<file path="config.mk">
export PLATFORM = sky130hd
export DESIGN_NAME = gpio_serial_loader
export DESIGN_NICKNAME = d
export VERILOG_FILES = /design/src/rtl/gpio_serial_pkg.sv /design/src/rtl/gpio_serial_tick.sv /design/src/rtl/gpio_serial_loader.sv
export SDC_FILE = /design/constraint.sdc
export NUM_CORES = 1
export LEC_CHECK = 0
export CORE_ASPECT_RATIO = 1.75
export CORE_MARGIN = 10
export CORE_UTILIZATION = 40
export DETAILED_ROUTE_END_ITERATION = 8
export MAX_ROUTING_LAYER = met4
export PLACE_DENSITY = 0.71
export SETUP_SLACK_MARGIN = 0.1
export SYNTH_ARGS = -nofsm -noshare
export SYNTH_HDL_FRONTEND = slang
export SYNTH_HIERARCHICAL = 1
export SYNTH_SLANG_ARGS = --single-unit
</file>
<file path="constraint.sdc">
create_clock -name wb_clk_i -period 4.1 [get_ports wb_clk_i]
set_input_delay 0.615 -clock wb_clk_i [delete_from_list [all_inputs] [get_ports wb_clk_i]]
set_output_delay 0.615 -clock wb_clk_i [all_outputs]
set_load 0.01 [all_outputs]
</file>
<file path="src/rtl/gpio_serial_pkg.sv">
// Shared definitions for the gpio serial chain loader: FSM state encoding
// and the default per-pad configuration width.
package gpio_serial_pkg;

   localparam int PAD_CTRL_BITS_DEF = 10;

   typedef enum logic [2:0] {
      IDLE,
      FETCH,
      SHIFT_LO,
      SHIFT_HI,
      LOAD,
      DONE
   } state_t;

endpackage

</file>
<file path="src/rtl/gpio_serial_tick.sv">
// Phase timer: pulses tick on the last cycle of every HALF_PERIOD-cycle
// window; restart realigns the window so the next cycle is its first.
module gpio_serial_tick #(
   parameter int HALF_PERIOD = 2
) (
   input  logic clk,
   input  logic srst,
   input  logic restart,
   output logic tick
);

   localparam int CW = (HALF_PERIOD > 1) ? $clog2(HALF_PERIOD) : 1;
   localparam logic [CW-1:0] LAST = CW'(HALF_PERIOD - 1);

   logic [CW-1:0] cnt_reg;

   always_ff @(posedge clk) begin
      if (srst || restart || (cnt_reg == LAST)) begin
         cnt_reg <= '0;
      end else begin
         cnt_reg <= cnt_reg + 1'b1;
      end
   end

   assign tick = (cnt_reg == LAST);

endmodule

</file>
<file path="src/rtl/gpio_serial_loader.sv">
// Serialises NUM_GPIO configuration words onto the gpio control chain,
// highest index first, MSB first, then strobes serial_load.
module gpio_serial_loader
   import gpio_serial_pkg::*;
#(
   parameter int NUM_GPIO      = 19,
   parameter int PAD_CTRL_BITS = PAD_CTRL_BITS_DEF,
   parameter int HALF_PERIOD   = 2,
   localparam int AW = (NUM_GPIO > 1) ? $clog2(NUM_GPIO) : 1
) (
   input  logic                     wb_clk_i,
   input  logic                     wb_rst_i,
   input  logic                     xfer_start,
   output logic [AW-1:0]            cfg_addr,
   input  logic [PAD_CTRL_BITS-1:0] cfg_data,
   output logic                     serial_clock,
   output logic                     serial_data,
   output logic                     serial_load,
   output logic                     serial_resetn,
   output logic                     busy,
   output logic                     xfer_done
);

   localparam int BW = (PAD_CTRL_BITS > 1) ? $clog2(PAD_CTRL_BITS) : 1;
   localparam logic [BW-1:0] LAST_BIT = BW'(PAD_CTRL_BITS - 1);
   localparam logic [AW-1:0] TOP_ADDR = AW'(NUM_GPIO - 1);

   state_t                   state_reg;
   logic [PAD_CTRL_BITS-1:0] word_reg;
   logic [BW-1:0]            bit_cnt_reg;
   logic                     tick;

   // FETCH is exactly one cycle, so restarting there aligns the first
   // SHIFT_LO window; later windows chain off the free-running wrap.
   gpio_serial_tick #(
      .HALF_PERIOD(HALF_PERIOD)
   ) u_tick (
      .clk    (wb_clk_i),
      .srst   (wb_rst_i),
      .restart(state_reg == FETCH),
      .tick   (tick)
   );

   always_ff @(posedge wb_clk_i) begin
      serial_resetn <= ~wb_rst_i;
   end

   always_ff @(posedge wb_clk_i) begin
      if (wb_rst_i) begin
         state_reg    <= IDLE;
         word_reg     <= '0;
         bit_cnt_reg  <= '0;
         cfg_addr     <= '0;
         serial_clock <= 1'b0;
         serial_data  <= 1'b0;
         serial_load  <= 1'b0;
         busy         <= 1'b0;
         xfer_done    <= 1'b0;
      end else begin
         xfer_done <= 1'b0;
         case (state_reg)
            IDLE: begin
               if (xfer_start) begin
                  state_reg <= FETCH;
                  cfg_addr  <= TOP_ADDR;
                  busy      <= 1'b1;
               end
            end
            FETCH: begin
               // MSB goes straight to the pin; word_reg keeps the remaining bits.
               serial_data <= cfg_data[PAD_CTRL_BITS-1];
               word_reg    <= cfg_data << 1;
               bit_cnt_reg <= '0;
               state_reg   <= SHIFT_LO;
            end
            SHIFT_LO: begin
               if (tick) begin
                  serial_clock <= 1'b1;
                  state_reg    <= SHIFT_HI;
               end
            end
            SHIFT_HI: begin
               if (tick) begin
                  serial_clock <= 1'b0;
                  word_reg     <= word_reg << 1;
                  bit_cnt_reg  <= bit_cnt_reg + 1'b1;
                  if (bit_cnt_reg == LAST_BIT) begin
                     bit_cnt_reg <= '0;
                     if (cfg_addr != '0) begin
                        cfg_addr  <= cfg_addr - 1'b1;
                        state_reg <= FETCH;
                     end else begin
                        serial_data <= 1'b0;
                        serial_load <= 1'b1;
                        state_reg   <= LOAD;
                     end
                  end else begin
                     serial_data <= word_reg[PAD_CTRL_BITS-1];
                     state_reg   <= SHIFT_LO;
                  end
               end
            end
            LOAD: begin
               if (tick) begin
                  serial_load <= 1'b0;
                  xfer_done   <= 1'b1;
                  state_reg   <= DONE;
               end
            end
            DONE: begin
               busy      <= 1'b0;
               state_reg <= IDLE;
            end
            default: begin
               state_reg <= IDLE;
            end
         endcase
      end
   end

   a_data_stable: assert property (@(posedge wb_clk_i) disable iff (wb_rst_i)
      serial_clock |-> $stable(serial_data));
   a_load_clock: assert property (@(posedge wb_clk_i)
      !(serial_load && serial_clock));
   a_busy_state: assert property (@(posedge wb_clk_i)
      busy == (state_reg != IDLE));

endmodule

</file>
==> flow_summary.toml <==
[power]
intPower_uw = 488
ir_worst_vdd_mv = 0.201
p_comb_share_pct = 19.0
clockPowerShare_pct = 32.8
seqPwrFrac_pct = 48.2
p_per_area_nw_per_um2 = 393
switchingPower_uw = 181
switching_share_pct = 27.0
leakagePower_nw = 0.664

[worst_setup_path]
cp.required_ps = 4280
rr_startpoint = "state_reg[0]$_SDFFE_PP0P_"
crit_chain = "clkdlybuf4s50_1 > nor3_1 > mux2_4"
cp-startpoint = "wb_rst_i"
critPathLaunchType = "input pin"
path_delay_family = "buffers and inverters"
cp_num_buf_inv = 1
arrival_ps = 2220
cpMaxStageDelayCell = "clkdlybuf4s50_1"
critPathKind = "in -> reg"
max_stage_delay_ps = 1180
endpoint_kind = "flip-flop"
critical_path.max_fanout = 29

[min_path]
worstHoldStart = "word_reg[8]$_SDFFE_PP0P_"
hold_class = "reg -> reg"

[timing]
fin_crit_sh_pct = 49.9
hold_violations = 0
fmax_mhz = 489
setup_ws_ps = 2060
rsz0062_at_grt = "no"
worst_slew_margin_rel_pct = 28.3
worst_pin_slew_ps = 1070
setup_viol_count_final = 0
finalCriticalPeriod_ps = 2040
slew_viol_final = 0
final.setup.tns_ps = 0
skew_ps = 4.17

[synth]
synthCells = 164
syn_area_per_cell_um2 = 8.59
synth_area_um2 = 1410
synth_enable_flop_cells = 0
yosysWarningCount = 6
ys_seq_elements = 28
synth_nets = 180
ys.flop_type = "dfxtp_1"
ys_seq_area_share_pct = 39.8
synth_cell_type_count = 45
async_flop_share_pct = 0

[global_route]
grt_max_degree = 30
overflow = 0
first_global_vias = 1224
antenna_found_initial = 0
grt_use_total_pct = 10.0
grt_pass1_wl_um = 5300

[route]
drtIter0Drc = 25
dr.pass1.iters = 4
drc = 0
ant_nets = 0
totalWireLength_um = 3180
vias_per_cell = 5.45
wl_per_cell_um = 14.1
vias = 1226

[layout]
stdcell_count = 225
largest_reg_flops = 9
num-nets-final = 197
drive_gt1_share_pct = 8.33
antenna_cells = 0
area_growth_pct = 20.8

[clocking]
cts_buffers = 3
cts_resized = 0
cts_root_buffer = "clkbuf_8"
post-cts-setup-buffer-count = 0
cts_buffer_depth = 2
cts_tree = "done"
clkSlewWorstSetupHoldPaths_ps = 100
ctsHoldBuffers = 0
cts.htree.levels = 1
cts_sinks = 28
clkLatencyLatePin_ps = 280

[floorplanning]
start_util_pct = 41.5
die_x_um = 64.9
die_area_um2 = 6390
rows = 28
dieHeight_um = 98.5
core_area_um2 = 3400
ios = 24

[placement]
dp_hpwl_um = 2350
place_ws_ps = 1760
port-buffer-count = 23
gp_congestion = 0.788
dpl.cell_count = 221

[flow_run]
maxCapViolations = 0

[run_status]
status = "finished, final reports clean"
==> cells in the final DEF (no fill, tap or decap), drive strengths merged, types with 2 or more instances in the layout <==
| cell type | count |
|---|---|
| a21oi | 10 |
| a22oi | 2 |
| a311oi | 10 |
| clkbuf | 3 |
| clkdlybuf4s50 | 23 |
| dfxtp | 28 |
| ha | 3 |
| inv | 8 |
| nand2 | 23 |
| nand3 | 3 |
| nand3b | 2 |
| nand4b | 2 |
| nor2 | 20 |
| nor3 | 7 |
| nor4 | 4 |
| o21a | 3 |
| o21ai | 6 |
| or3 | 4 |
| xnor2 | 2 |
==> Yosys cell counts, types with 4 or more instances <==
cell type  instances  area [µm²]
dfxtp_1           28         561
nand2_1           23        86.3
nor2_1            19        71.3
a21oi_1           10        50.1
a311oi_1          10        87.6
inv_1              8        30.0
nor3_1             5        25.0
o21ai_0            5        25.0
buf_2              4        20.0
==> cell type report <==
class                      count  area, µm²
clock inverter                 1       30.0
inverter                       8       30.0
timing repair buffer          23        230
sequential                    28        561
tap                           45       56.3
clock buffer                   3       41.3
multi-input combinational    117        753
fill                         333       1700
==> cells by family after synthesis <==
kind of cell | Yosys count | share of synthesized area (%)
DFF | 28 | 39.8
buffers and inverters | 19 | 6.75
adders and majority gates | 3 | 2.66
AOI/OAI and AO/OA | 38 | 18.6
and+or+nand+nor | 73 | 29.8
xor gates and xnor gates | 2 | 1.24
muxes | 1 | 1.07
==> per-stage QoR <==
| stage | total power, mW | util, % | hold slack (ps) | instance area, µm² |
|---|---|---|---|---|
| detailed placement | 0.456 | 48.0 | 475 | 1630 |
| floorplan | 0.416 | - | 396 | 1410 |
| global route | 0.696 | 50.1 | 508 | 1700 |
| CTS | 0.673 | 50.1 | 493 | 1700 |
| finish | 0.669 | 50.1 | 489 | 1700 |
| global placement | 0.451 | 48.0 | 467 | 1630 |
==> power groups by stage <==
stage / Clock, mW / Combinational [mW] / Sequential (mW)
2_1_floorplan: 0 / 0.0991 / 0.317
3_3_place_gp: 0 / 0.124 / 0.328
3_5_place_dp: 0 / 0.127 / 0.329
4_1_cts: 0.223 / 0.128 / 0.322
5_1_grt: 0.229 / 0.139 / 0.327
6_report: 0.219 / 0.127 / 0.323
==> layer usage <==
layer / track usage, % / up-vias / wire length (µm)
met4: 4.14 / 0 / 55
met1: 9.82 / 582 / 1320
met5: - / - / 0
li1: - / 611 / -
met3: 1.93 / 6 / 101
met2: 18.4 / 27 / 1690
==> worst min-delay path, delay by kind of cell, from the launching register on <==
family	cells	cell delay [ps]
flip-flops	1	330
AO/OA/AOI/OAI	1	70
AND/OR/NAND/NOR	1	50
==> worst paths after layout <==
kind	slack, ps	endpoint	depth (start not counted)
worst max register to register	2180	word_reg[5]$_SDFFE_PP0P_	4
worst min-delay path	490	word_reg[9]$_SDFFE_PP0P_	2
worst max-delay path	2060	cfg_addr[0]$_SDFFE_PP0P_	3
worst min register to register	490	word_reg[9]$_SDFFE_PP0P_	2
Note: power is estimated with default switching activity, not from simulation.
